===== src/rtl/sd_seq_check_if.sv =====
// rtl/sd_seq_check_if.sv - consumer-side srdy/drdy data handshake bundle for sd_seq_check
interface sd_seq_check_if #(
    parameter int width = 8
);
    logic             c_srdy;
    logic             c_drdy;
    logic [width-1:0] c_data;

    // producer drives data and srdy, sees drdy
    modport master (
        output c_srdy,
        output c_data,
        input  c_drdy
    );

    // checker consumes data and srdy, drives drdy
    modport slave (
        input  c_srdy,
        input  c_data,
        output c_drdy
    );
endinterface


===== src/rtl/sd_seq_check.sv =====
// rtl/sd_seq_check.sv - incrementing-sequence stream checker with throttled drdy (optional SD_SEQ_CHECK_LFSR_EN)
module sd_seq_check #(
    parameter int width   = 8,
    parameter int pat_dep = 8
) (
    input  logic                clk,
    input  logic                reset,
    sd_seq_check_if.slave       c_if,
    input  logic                start,
    input  logic [31:0]         count,
    input  logic [pat_dep-1:0]  drdy_pat,
    output logic                busy,
    output logic                done,
    output logic [15:0]         err_count,
    output logic [31:0]         word_count
);
    localparam int pw = (pat_dep > 1) ? $clog2(pat_dep) : 1;
    localparam logic [pw-1:0] ptr_last = pw'(pat_dep - 1);

    typedef enum logic [1:0] {
        IDLE = 2'd0,
        RUN  = 2'd1,
        DONE = 2'd2
    } state_t;

    state_t           state;
    logic [pw-1:0]    ptr;
    logic [31:0]      remaining;
    logic [width-1:0] expected;
    logic             pat_bit;
    logic             xfer;

`ifdef SD_SEQ_CHECK_LFSR_EN
    logic [15:0] lfsr;
    logic        lfsr_fb;

    // taps 16,14,13,11 in right-shifting Fibonacci form; bit 0 is the throttle
    assign lfsr_fb = lfsr[0] ^ lfsr[2] ^ lfsr[3] ^ lfsr[5];
    assign pat_bit = lfsr[0];

    // LFSR reloads its seed on reset and steps on every RUN cycle
    always_ff @(posedge clk) begin
        if (reset) begin
            lfsr <= 16'hACE1;
        end else if (state == RUN) begin
            lfsr <= {lfsr_fb, lfsr[15:1]};
        end
    end
`else
    assign pat_bit = drdy_pat[ptr];
`endif

    // drdy only in RUN, gated by the current throttle bit
    assign c_if.c_drdy = (state == RUN) & pat_bit;
    assign xfer        = c_if.c_srdy & c_if.c_drdy;

    // command FSM, sequence check and counters; busy/done are registered from next state
    always_ff @(posedge clk) begin
        if (reset) begin
            state      <= IDLE;
            ptr        <= '0;
            remaining  <= '0;
            expected   <= width'(1);
            err_count  <= '0;
            word_count <= '0;
            busy       <= 1'b0;
            done       <= 1'b0;
        end else begin
            busy <= 1'b0;
            done <= 1'b0;
            case (state)
                IDLE: begin
                    if (start) begin
                        if (count != 32'd0) begin
                            remaining <= count;
                            state     <= RUN;
                            busy      <= 1'b1;
                        end else begin
                            state <= DONE;
                            done  <= 1'b1;
                        end
                    end
                end
                RUN: begin
                    // throttle pointer free-runs through RUN regardless of transfers
                    ptr <= (ptr == ptr_last) ? '0 : ptr + pw'(1);
                    if (xfer) begin
                        remaining  <= remaining - 32'd1;
                        word_count <= word_count + 32'd1;
                        // a match or a resync both make the next expected word data+1
                        expected   <= c_if.c_data + width'(1);
                        if ((c_if.c_data != expected) && (err_count != 16'hFFFF)) begin
                            err_count <= err_count + 16'd1;
                        end
                        if (remaining == 32'd1) begin
                            state <= DONE;
                            done  <= 1'b1;
                        end else begin
                            busy <= 1'b1;
                        end
                    end else begin
                        busy <= 1'b1;
                    end
                end
                DONE: begin
                    state <= IDLE;
                end
                default: begin
                    state <= IDLE;
                end
            endcase
        end
    end
endmodule


===== src/flat_wrapper.sv =====
// flat-port wrapper written by rule: the top's interface ports become plain ports
module sd_seq_check_flat 
#(
    parameter int width   = 8,
    parameter int pat_dep = 8
)
  (clk, reset, start, count, drdy_pat, busy, done, err_count, word_count, c_if_c_srdy, c_if_c_data, c_if_c_drdy);
  sd_seq_check_if #(.width(width)) c_if_i ();
  input  logic clk;
  input  logic reset;
  input  logic start;
  input  logic [31:0] count;
  input  logic [pat_dep-1:0] drdy_pat;
  output logic busy;
  output logic done;
  output logic [15:0] err_count;
  output logic [31:0] word_count;
  input wire logic [$bits(c_if_i.c_srdy)-1:0] c_if_c_srdy;
  input wire logic [$bits(c_if_i.c_data)-1:0] c_if_c_data;
  output wire logic [$bits(c_if_i.c_drdy)-1:0] c_if_c_drdy;
  assign c_if_i.c_srdy = c_if_c_srdy;
  assign c_if_i.c_data = c_if_c_data;
  assign c_if_c_drdy = c_if_i.c_drdy;
  sd_seq_check #(.width(width), .pat_dep(pat_dep)) u_core (.clk(clk), .reset(reset), .c_if(c_if_i), .start(start), .count(count), .drdy_pat(drdy_pat), .busy(busy), .done(done), .err_count(err_count), .word_count(word_count));
endmodule

===== config.mk =====
export PLATFORM = sky130hd
export DESIGN_NAME = sd_seq_check_flat
export DESIGN_NICKNAME = d
export VERILOG_FILES = /design/src/rtl/sd_seq_check_if.sv /design/src/rtl/sd_seq_check.sv /design/src/flat_wrapper.sv
export SDC_FILE = /design/constraint.sdc
export NUM_CORES = 1
export LEC_CHECK = 0
export BUFFER_PORTS_ARGS = -buffer_cell sky130_fd_sc_hd__buf_2
export CORE_ASPECT_RATIO = 0.9
export CORE_MARGIN = 4
export CORE_UTILIZATION = 56
export CTS_CLUSTER_DIAMETER = 150
export DETAILED_ROUTE_END_ITERATION = 10
export GPL_ROUTABILITY_DRIVEN = 0
export PLACE_DENSITY_LB_ADDON = 0.2
export SLEW_MARGIN = 0
export SYNTH_ARGS = -nofsm -noshare
export SYNTH_HDL_FRONTEND = slang
export SYNTH_SLANG_ARGS = --single-unit

===== constraint.sdc =====
create_clock -name clk -period 2.8 [get_ports clk]
set_clock_uncertainty 0.15 [all_clocks]
set_input_delay 0.14 -clock clk [delete_from_list [all_inputs] [get_ports clk]]
set_output_delay 0.14 -clock clk [all_outputs]
set_load 0.03 [all_outputs]

* Word-level counts from Yosys, hierarchy flattened
Cells that the tools add are included.
** Storage, ports and cells
- Bits in registers :: 95
** Cells by class
- Reduce and logical (&&, ||, !) cells :: 8
- Mux-type cells :: 22
- Add/subtract/negate cells :: 5
- Equal/unequal tests :: 9
- Bitwise operators :: 2
- $lt $le $gt $ge :: 1
** Operators by type and width (number)
- 2-to-1 mux 32 bit :: 3
- case mux 32 bit (2 select lines) :: 1
- adder 32 x 1 -> 32 bit (second input constant) :: 1
- equality test 32 x 1 -> 1 bit (second input constant) :: 1
- nonzero test 32 bit :: 1
- subtractor 32 x 1 -> 32 bit (second input constant) :: 1
- adder 16 x 1 -> 16 bit (second input constant) :: 1
- inequality test 16 bit (second input constant) :: 1
- 2-to-1 mux 1 bit :: 9
- adder 8 x 1 -> 8 bit (second input constant) :: 1
- 2-to-1 mux 2 bit :: 4
- inequality test 8 bit :: 1
- AND reduction 3 bit :: 2
- < comparator 3 x 4 -> 1 bit (second input constant) :: 1
- inequality test 2 x 1 -> 1 bit (second input constant) :: 2
- inequality test 2 bit (second input constant) :: 2
- case mux 1 bit (2 select lines) :: 2
- case mux 2 bit (2 select lines) :: 1
- AND reduction 4 bit :: 1
- adder 3 x 1 -> 3 bit (second input constant) :: 1
- binary-select mux 1 bit (select 3 bit) :: 1
- equality test 3 bit (second input constant) :: 1
- 2-to-1 mux 3 bit :: 1
- bitwise AND 1 bit :: 2
- 5 further kinds :: 5

* Logic depth before layout (Yosys ltp)
Gate-level depths: netlist of run 1.
- Word-level depth :: 6
- Mapped depth :: 9
- Depth with buffers taken out :: 8

* Worst setup path before layout of run 1
Ideal clock, no wire load.
- Path kind :: reg2reg
- Start point :: register u_core.remaining[0]
- End point :: register u_core.remaining[24]
- Data required time :: 2.580 ns
- Cell stages (with the launch flop) :: 9
- Arrival time :: 2.189 ns
- Path slack :: 0.391 ns
- Path through :: dfxtp_1 -> inv_1 -> ha_1 -> or4b_2 -> nor4_4 -> nand2_1 -> o41ai_1 -> nand2_1 -> a21oi_1
** On the way
- Word-level cells in the longest chain between the ends :: 3
** Ends and longest elaborated chain
- from (decl) :: line sd_seq_check.sv:28 : logic [31:0] remaining;
- from (signal assigned) :: line sd_seq_check.sv:75 : remaining <= count;
- from (signal assigned) :: line sd_seq_check.sv:88 : remaining <= remaining - 32'd1;
- subtractor 32 x 1 -> 32 bit :: line sd_seq_check.sv:88
- 2-to-1 mux 32 bit :: line sd_seq_check.sv:87 : if (xfer) begin
- case mux 32 bit (2 select lines) :: line sd_seq_check.sv:71 : case (state)
Every way passes these cells. The select of a mux whose other input is x is not followed.
A chain may end at the register's enable or synchronous reset.

* Final worst setup path of run 1
Same ends and word-level chain as after synthesis.

==> results of run 1 <==
==> metal layers <==
layer	up-vias	GRT usage	routed length, um
met5	-	0	0
met4	0	0.107	371
met3	37	0.0675	1120
met2	239	0.437	6850
met1	2565	0.351	6310
li1	2674	-	-
==> worst reg2reg max path, stage by stage (launching register included) <==
cell	delay (ps)
dfxtp_1	350
inv_1	100
ha_1	220
or4b_2	690
nor4_4	240
nand2_1	200
o41ai_1	370
nand2_1	90
a21oi_1	160
==> how the worst max path moves through the flow <==
stage / end / cells past startpoint / from
global placement: u_core.remaining[24] / 8 / u_core.remaining[0]
floorplan: u_core.remaining[24] / 8 / u_core.remaining[0]
detailed placement: u_core.remaining[24] / 8 / u_core.remaining[0]
finish: u_core.remaining[24] / 8 / u_core.remaining[0]
global route: u_core.remaining[24] / 8 / u_core.remaining[1]
CTS: u_core.remaining[24] / 8 / u_core.remaining[0]
==> power groups by stage <==
stage | logic (W) | clock network, W | registers, W
floorplan | 0.000399 | 0 | 0.00148
global placement | 0.000576 | 0 | 0.00148
detailed placement | 0.000588 | 0 | 0.00149
CTS | 0.000622 | 0.000974 | 0.00145
global route | 0.000705 | 0.00101 | 0.00146
finish | 0.000637 | 0.000959 | 0.00146
==> registers in the layout (all words and copies together), names as in the netlist <==
register	cells
u_core.remaining	32
u_core.ptr	3
u_core.state	2
u_core.busy	1
u_core.err_count	16
u_core.done	1
u_core.expected	8
u_core.word_count	32
==> final cells by class <==
class                           instances  area, um2
Sequential cell                        95       1900
Tap cell                              122        153
Inverter                                8       30.0
Fill cell                             752       2780
Clock inverter                          2       37.5
Timing Repair Buffer                  145        906
Multi-Input combinational cell        537       3110
Clock buffer                           14        173
==> stage by stage <==
stage	instance area [um2]	TNS (ps)	util	cells
floorplan	5200	0	-	681
global placement	5850	0	0.644	883
detailed placement	5850	0	0.644	883
CTS	6300	0	0.693	923
global route	6310	-16.9	0.694	923
finish	6310	0	0.694	923
==> timing repair <==
| action | 4_1_cts | 5_1_grt |
|---|---|---|
| endpoints found under the hold margin | 24 | 0 |
| setup endpoints to repair | 0 | 4 |
| gates resized for setup | 0 | 3 |
| setup buffers | 0 | 0 |
| hold buffers | 24 | 0 |
==> logic make-up after synthesis <==
group / Yosys count / synth area share
simple gates: 323 / 0.313
compound gates: 155 / 0.174
flops: 95 / 0.366
buf+inv: 49 / 0.0397
xor+xnor: 44 / 0.0741
mux: 8 / 0.0161
fa+ha+maj: 7 / 0.0168
==> cells in the final DEF, fill, tap and decap left out, drive strengths merged, types with 3 or more instances in the layout <==
master and n:
nand3b 3, nor2b 7, a31oi 3, buf 121, o21ai 49, ha 7, mux2 3, nor4 27
nand2 84, mux2i 5, o31ai 12, and2 8, or4 6, o21a 3, o31a 4, dfxtp 95
nand3 26, clkbuf 14, o41ai 3, or3 13, nand4 22, inv 8, and3 12, xor2 18
a21o 4, xnor2 26, nor2 76, a211oi 7, and4 5, a21oi 62, nor3 20, nand2b 8
dlygate4sd3 24
==> summary.txt, run 1 <==
Setup path
  – Worst setup EP type: flop
  – Crit-path cells: inv_1, ha_1, or4b_2, nor4_4, nand2_1, o41ai_1, nand2_1, a21oi_1
  – R2r worst-path depth: 8
  – R2R Setup Slk: roughly 160 ps
  – Worst-path fanout max: 5
  – Crit start category: flop
  – Worst EP required: 2960 ps
  – Critical Path AT: approximately 2800 ps
  – Slowest cell delay on critical path: 690 ps
  – Most Frequent Cell on Critical Path: nand2_1
  – R2r endpoint: u_core.remaining[24]
  – Setup CP Type: reg2reg
  – Slowest CP cell: or4b_2
  – CP delay by family, top: simple AND/OR/NAND/NOR gates
  – FF-to-FF Start: u_core.remaining[0]
  – Worst Path Buf+Inv: 1

Power and ir drop
  – Sw Ratio: 0.299
  – Lkg Pwr: 2.49 nW
  – P_int: 0.00214 W
  – Sw Pwr: 0.000911 W
  – Clock Power Share: 0.314
  – Maximum vdd ir drop: 425 uV
  – Total power draw: 0.00305 W
  – PwrDens: 484 nW/um2
  – Gate power share: 0.209
  – Sequential power share: 0.477

Yosys
  – Post-synth EDFFs: 0
  – Synth cell types: 48
  – Register bit count reported by yosys: 95
  – Synthesized instance count: 681
  – Post-Synthesis Cell Area: 5200 um2
  – Syn_nets: 740
  – Yosys Warn Count: 0
  – Yosys top cell by area: dfxtp_1
  – Yosys top cell area share: 0.366
  – Syn avg cell area: 7.63 um2
  – Area contributors post-synth: dfxtp_1 37%, nand2_1 6.1%, a21oi_1 6.0%, nor2_1 5.5%, o21ai_0 4.6%
  – Fraction of registers with async set/reset: 0
  – Ys flop type: dfxtp_1
  – Most frequent cell after synthesis: dfxtp_1
  – Most instantiated cells after synthesis: 95 x dfxtp_1, 84 x nand2_1, 76 x nor2_1
  – Post-synthesis sequential area ratio: 0.366

CTS
  – CTS max path bufs: 2
  – Sink Count: 95
  – CTS tree: done
  – Inserted Clock Buffers: 9
  – Clock Latency Late Sink: 370 ps
  – Reg clk slew, reported paths: roughly 90 ps
  – H-tree depth: 3
  – Clk Tree Root Cell: clkbuf_8

Global route
  – First-pass GRT wire length: between 20 and 25 mm
  – Grt ovf: 0
  – Largest net degree at the start of global routing: 83
  – Initial antenna violation count: 0
  – Vias in the first global route: 5181
  – GRT Util Overall: 0.272

Timing
  – Final Hold Fails: 0
  – Worst-Margin Slew: 1220 ps
  – Final Max Tran Viols: 0
  – Setup violations, final: 0
  – Fmax: 379 MHz
  – Period utilization: 0.942
  – Hold Slack: 13.8 ps
  – Period minus WS final: roughly 2600 ps
  – Unrepaired setup endpoints after global routing: yes
  – Rel. slew slack: 0.183
  – Worst Slack Setup Final: 162 ps

Finish
  – Antenna cells: 0
  – Fin nets: 855
  – Layout cells sized above 1: 0.185
  – Area Overhead vs Synth: 21.3%

Route
  – Routed WL: 14.7 mm
  – ANT nets after route: 0
  – Drt wl/cell: between 15 and 20 um
  – Vias per inst: around 6.0
  – Drt drc: 0
  – Total number of vias: 5515
  – Iteration-0 DRC Markers: between 400 and 500
  – 1st-pass router iterations: 6

Min path
  – Hold Path Sink: u_core.remaining[5]
  – Worst min path class: in2reg
  – Hold path depth: 4
  – Hold_sp: count[5]

Floorplanning
  – Die height: 99.4 um
  – Die Area: 10900 um2
  – Starting density of the core: 0.572
  – Core area: 9080 um2
  – Chip Width: about 110 um
  – # rows: 33
  – Top-level port count: 103

Job
  – Max_cap viols: 0

Placement
  – I/O Buffers: 102
  – DP Worst Slack: about 180 ps
  – Final HPWL DP: about 10 mm

Status
  – Status: complete, no violations
(Power assumes the default switching activity.)
==> run 2: changes to the inputs <==
- PLACE_DENSITY: default -> 0.92
- PLACE_DENSITY_LB_ADDON: 0.2 -> default
==> summary.txt, run 2 (synthesis gave the netlist of run 1 again) <==
Timing
  – Fmax: 384 MHz (+1.2%)
  – Period minus WS final: 2610 ps (-32.2 ps)
  – Final Hold Fails: 0 (unchanged)
  – Worst-Margin Slew: 1140 ps (-82.1 ps)
  – Final Max Tran Viols: 0 (unchanged)
  – Setup TNS: 0 ps (unchanged)
  – Unrepaired setup endpoints after global routing: no
  – Period utilization: 0.931 (-0.0115)
  – Rel. slew slack: 0.238 (+0.0551)
  – Hold Slack: 7.07 ps (-6.78 ps)
  – Setup violations, final: 0 (unchanged)

Setup path
  – Crit-path cells: dlygate4sd3_1, buf_2, nor4_1, nand4_1, nor2_1, o31ai_2, buf_4, nand3_1, a31oi_1
  – R2R Setup Slk: 210 ps (+50 ps)
  – R2r endpoint: u_core.err_count[9]
  – FF-to-FF Start: u_core.state[1]
  – Worst-path fanout max: 15 (+10)
  – Critical Path AT: 2730 ps (-70 ps)
  – Slowest CP cell: o31ai_2
  – Slowest cell delay on critical path: 950 ps (+260 ps)
  – Setup CP Type: in2reg
  – CP delay by family, top: compound AO/OA/AOI/OAI gates
  – Crit start category: input pin
  – Worst Path Buf+Inv: 3 (+2)
  – Worst EP required: 2920 ps (-40 ps)
  – Worst setup EP type: flop
  – R2r worst-path depth: 6 (-2)

Floorplanning
  – Core area: 9080 um2 (unchanged)
  – Top-level port count: 103 (unchanged)
  – Die Area: 10900 um2 (unchanged)
  – Chip Width: 110 um (unchanged)
  – Starting density of the core: 0.572 (unchanged)
  – # rows: 33 (unchanged)
  – Die height: 99.4 um (unchanged)

Route
  – Vias per inst: 6.06 (+1.5%)
  – Drt drc: 0 (unchanged)
  – Iteration-0 DRC Markers: 472 (+14%)
  – Total number of vias: 5513 (-0.036%)
  – 1st-pass router iterations: 6 (unchanged)
  – Drt wl/cell: 15.3 um (-3.6%)
  – Routed WL: 13.9 mm (-5.1%)
  – ANT nets after route: 0 (unchanged)

Power and ir drop
  – Lkg Pwr: 2.42 nW (-2.8%)
  – Maximum vdd ir drop: 310 uV (-27%)
  – Total power draw: 0.00291 W (-4.8%)
  – PwrDens: 475 nW/um2 (-1.9%)

Placement
  – I/O Buffers: 102 (unchanged)
  – Cell Count Post-Placement: 884 (+0.11%)
  – Final HPWL DP: 9.92 mm (-2.0%)

Global route
  – GRT Util Overall: 0.254 (-0.0182)
  – Initial antenna violation count: 0 (unchanged)
  – First-pass GRT wire length: 23.0 mm (-3.6%)
  – Grt ovf: 0 (unchanged)
  – Largest net degree at the start of global routing: 81 (-2.4%)
  – Vias in the first global route: 5110 (-1.4%)

CTS
  – Inserted Clock Buffers: 9 (unchanged)
  – Reg clk slew, reported paths: 80 ps (about the same)
  – Clk Tree Root Cell: clkbuf_8
  – Clock Latency Late Sink: 360 ps (about the same)
  – H-tree depth: 3 (unchanged)
  – CTS max path bufs: 2 (unchanged)
  – Sink Count: 95 (unchanged)
  – CTS tree: done

Finish
  – Antenna cells: 0 (unchanged)
  – Most common cell after layout, fill and taps aside: buf_2
  – Commonest non-fill, non-tap cells in the layout: 102 x buf_2, 94 x dfxtp_1, 83 x nand2_1
  – Final Core Density: 0.674 (-0.0204)
  – Largest regs: u_core.remaining (32), u_core.word_count (32), u_core.err_count (16)
  – Area Overhead vs Synth: 17.7%
  – Finished Layout Cells: 909 (-1.5%)
  – Fin nets: 842 (-1.5%)
  – Layout cells sized above 1: 0.193 (+0.00837)

Status
  – Status: complete, no violations

Min path
  – Worst min path class: in2reg
  – Hold Path Sink: u_core.expected[4]
  – Hold path depth: 3 (-1)
  – Hold_sp: c_if_c_data[4]

Job
  – Max_cap viols: 0 (unchanged)
## run 2: stage by stage
step | area [um2] | setup WS [ps]
after floorplan | 5200 | 391
after global placement | 5840 | 279
after detailed placement | 5840 | 148
after CTS | 6090 | 122
after global routing | 6120 | 23.8
final | 6120 | 194
## run 2: area by class of cell
class	instances	area, um2
Clock buffer	13	159
Clock inverter	2	16.3
Fill cell	725	2960
Inverter	8	30.0
Multi-Input combinational cell	537	3110
Sequential cell	95	1900
Tap cell	122	153
Timing Repair Buffer	132	753
## run 2: worst reg2reg max path, stage by stage, from the launching register on
cell and delay, ps:
dfxtp_1 400, nand2b_2 250, a311oi_2 270, nand4_1 290, or3_4 540, or4_1 490, a21oi_1 150
## run 2: worst max-delay path by stage
stage	slack [ps]	endpoint	from	cells after the start
after floorplan	390	u_core.remaining[24]	u_core.remaining[0]	8
after global placement	280	u_core.err_count[15]	u_core.ptr[0]	6
after detailed placement	150	u_core.err_count[9]	u_core.ptr[0]	6
after CTS	120	u_core.remaining[29]	u_core.ptr[0]	7
after global routing	20	u_core.remaining[0]	count[0]	9
final	190	u_core.remaining[0]	count[0]	9
## run 2: layer usage
layer,vias to the layer above,GRT usage,part of all wire
li1,2641,-,-
met1,2556,0.340,0.42
met2,279,0.408,0.48
met3,37,0.0428,0.070
met4,0,0.0988,0.025
met5,-,0,0
## run 2: what timing repair did
action                                 4_1_cts  5_1_grt
gates resized for setup                      0        5
hold buffers                                 7        0
buffers inserted                             0        3
endpoints found under the hold margin        7        0
setup endpoints to repair                    0        6
## run 2: power breakdown
| part | leakage (nW) | internal (W) | switching (W) |
|---|---|---|---|
| combinational | 1.56 | 0.000245 | 0.000370 |
| sequential | 0.772 | 0.00140 | 0.0000582 |
| clock | 0.0857 | 0.000370 | 0.000465 |
==> run 3: changes to the inputs <==
- PLACE_DENSITY: 0.92 -> 0.81
- RECOVER_POWER: default -> 50
==> summary.txt, run 3 (synthesis gave the netlist of run 1 again) <==
Status
  – Status: complete, no violations

Setup path
  – R2r endpoint: u_core.remaining[24]
  – Most Frequent Cell on Critical Path: nand2_1
  – FF-to-FF Start: u_core.remaining[0]
  – Crit-path cells: inv_1, ha_1, or4b_2, nor4_4, nand2_1, o41ai_1, nand2_1, a21oi_1
  – Worst setup EP type: flop
  – R2r worst-path depth: 8 (+2)
  – Critical Path AT: 2740 ps (about the same)
  – Crit start category: flop
  – Slowest cell delay on critical path: 690 ps (-260 ps)
  – Worst EP required: 2940 ps (+20 ps)
  – Setup CP Type: reg2reg
  – Worst-path fanout max: 5 (-10)
  – R2R Setup Slk: 200 ps (about the same)
  – Slowest CP cell: or4b_2

Timing
  – Period utilization: 0.929 (-0.00114)
  – Hold Slack: 17.8 ps (+10.7 ps)
  – Setup TNS: 0 ps (unchanged)
  – Period minus WS final: 2600 ps (-3.20 ps)
  – Fmax: 384 MHz (+0.12%)
  – Setup violations, final: 0 (unchanged)
  – Final Max Tran Viols: 0 (unchanged)
  – Final Hold Fails: 0 (unchanged)
  – Rel. slew slack: 0.459 (+0.221)
  – Worst-Margin Slew: 807 ps (-330 ps)
  – Unrepaired setup endpoints after global routing: no

Route
  – ANT nets after route: 0 (unchanged)
  – Vias per inst: 5.83 (-3.9%)
  – Iteration-0 DRC Markers: 364 (-23%)
  – 1st-pass router iterations: 5 (-1)
  – Routed WL: 13.9 mm (about the same)
  – Drt wl/cell: 15.3 um (about the same)
  – Total number of vias: 5305 (-3.8%)
  – Drt drc: 0 (unchanged)

Global route
  – Vias in the first global route: 5045 (-1.3%)
  – GRT Util Overall: 0.256 (+0.00257)
  – Initial antenna violation count: 0 (unchanged)
  – Grt ovf: 0 (unchanged)
  – First-pass GRT wire length: 23.0 mm (-0.18%)
  – Largest net degree at the start of global routing: 83 (+2.5%)

CTS
  – Sink Count: 95 (unchanged)
  – Inserted Clock Buffers: 9 (unchanged)
  – Reg clk slew, reported paths: 100 ps (+20 ps)
  – CTS tree: done
  – CTS max path bufs: 2 (unchanged)
  – H-tree depth: 3 (unchanged)
  – Clock Latency Late Sink: 360 ps (about the same)
  – Clk Tree Root Cell: clkbuf_8

Finish
  – Area Overhead vs Synth: 17.3%
  – Most common cell after layout, fill and taps aside: dfxtp_1
  – Antenna cells: 0 (unchanged)
  – Commonest non-fill, non-tap cells in the layout: 95 x dfxtp_1, 84 x nand2_1, 76 x nor2_1
  – Layout cells sized above 1: 0.119 (-0.0738)
  – Largest regs: u_core.remaining (32), u_core.word_count (32), u_core.err_count (16)
  – Fin nets: 842 (unchanged)

Floorplanning
  – Chip Width: 110 um (unchanged)
  – Top-level port count: 103 (unchanged)
  – Core area: 9080 um2 (unchanged)
  – # rows: 33 (unchanged)
  – Starting density of the core: 0.572 (unchanged)
  – Die Area: 10900 um2 (unchanged)
  – Die height: 99.4 um (unchanged)

Power and ir drop
  – PwrDens: 497 nW/um2 (+4.7%)
  – Lkg Pwr: 2.21 nW (-8.7%)
  – Maximum vdd ir drop: 363 uV (+17%)

Min path
  – Hold path depth: 5 (+2)
  – Hold_sp: count[15]
  – Worst min path class: in2reg
  – Hold Path Sink: u_core.remaining[15]

Job
  – Max_cap viols: 0 (unchanged)

Placement
  – Final HPWL DP: 9.84 mm (-0.83%)
  – I/O Buffers: 102 (unchanged)
run 3: cell types whose count changed in the layout (fill, tap and decap cells not counted), moves of 5 or more:
cell | previous run | this run
clkbuf_1 | 2 | 52
dlygate4sd3_1 | 7 | 12
buf_2 | 102 | 52
buf_4 | 23 | 15
run 3: cell type report:
cell class	instances	area (um2)
inverters	8	30.0
multi-input cells	537	3090
well taps	122	153
repair buffers	132	708
clock inverters	5	63.8
clock buffers	11	151
flip-flops and latches	95	1900
fillers	833	2980
run 3: how the worst max path moves through the flow:
stage / slack, ps / cells past startpoint / end / start
after floorplan: 390 / 8 / u_core.remaining[24] / u_core.remaining[0]
after global placement: 290 / 8 / u_core.remaining[24] / u_core.remaining[0]
after detailed placement: 170 / 8 / u_core.remaining[22] / u_core.remaining[0]
after CTS: 160 / 8 / u_core.remaining[22] / u_core.remaining[0]
after global routing: 30 / 6 / u_core.expected[5] / u_core.ptr[0]
final: 200 / 8 / u_core.remaining[24] / u_core.remaining[0]
run 3: per-layer routing:
metal | vias up | global-route usage | wire, um
met1 | 2470 | 0.333 | 6220
met3 | 25 | 0.0435 | 779
met5 | - | 0 | 0
met2 | 163 | 0.430 | 6670
met4 | 0 | 0.0872 | 255
li1 | 2647 | - | -
run 3: power breakdown:
group          leakage [nW]  switching, W  internal, W
Clock                 0.106      0.000511     0.000469
Combinational          1.33      0.000365     0.000232
Sequential            0.771     0.0000555      0.00140
Total                  2.21      0.000932      0.00210
run 3: repair_timing:
action | CTS | global route
setup endpoints to repair | 0 | 2
resized for setup | 0 | 1
endpoints found under the hold margin | 12 | 0
buffers inserted | 0 | 0
hold buffers | 12 | 0
run 3: stage by stage:
stage	power, W	cell area [um2]	instances	worst slack, ps	util
global placement	0.00204	5840	882	293	0.643
detailed placement	0.00206	5840	882	170	0.643
global route	0.00317	6100	910	25.9	0.671
CTS	0.00304	6180	910	158	0.680
floorplan	0.00187	5200	681	391	-
finish	0.00303	6100	910	198	0.671
run 3: worst max-delay path: cells and delay by family (launching register included):
kind | cells | cell delay [ps]
AO/OA/AOI/OAI | 2 | 510
buffers and inverters | 1 | 90
flip-flops | 1 | 350
AND/OR/NAND/NOR | 4 | 1230
adder cells (fa/ha/maj) | 1 | 220
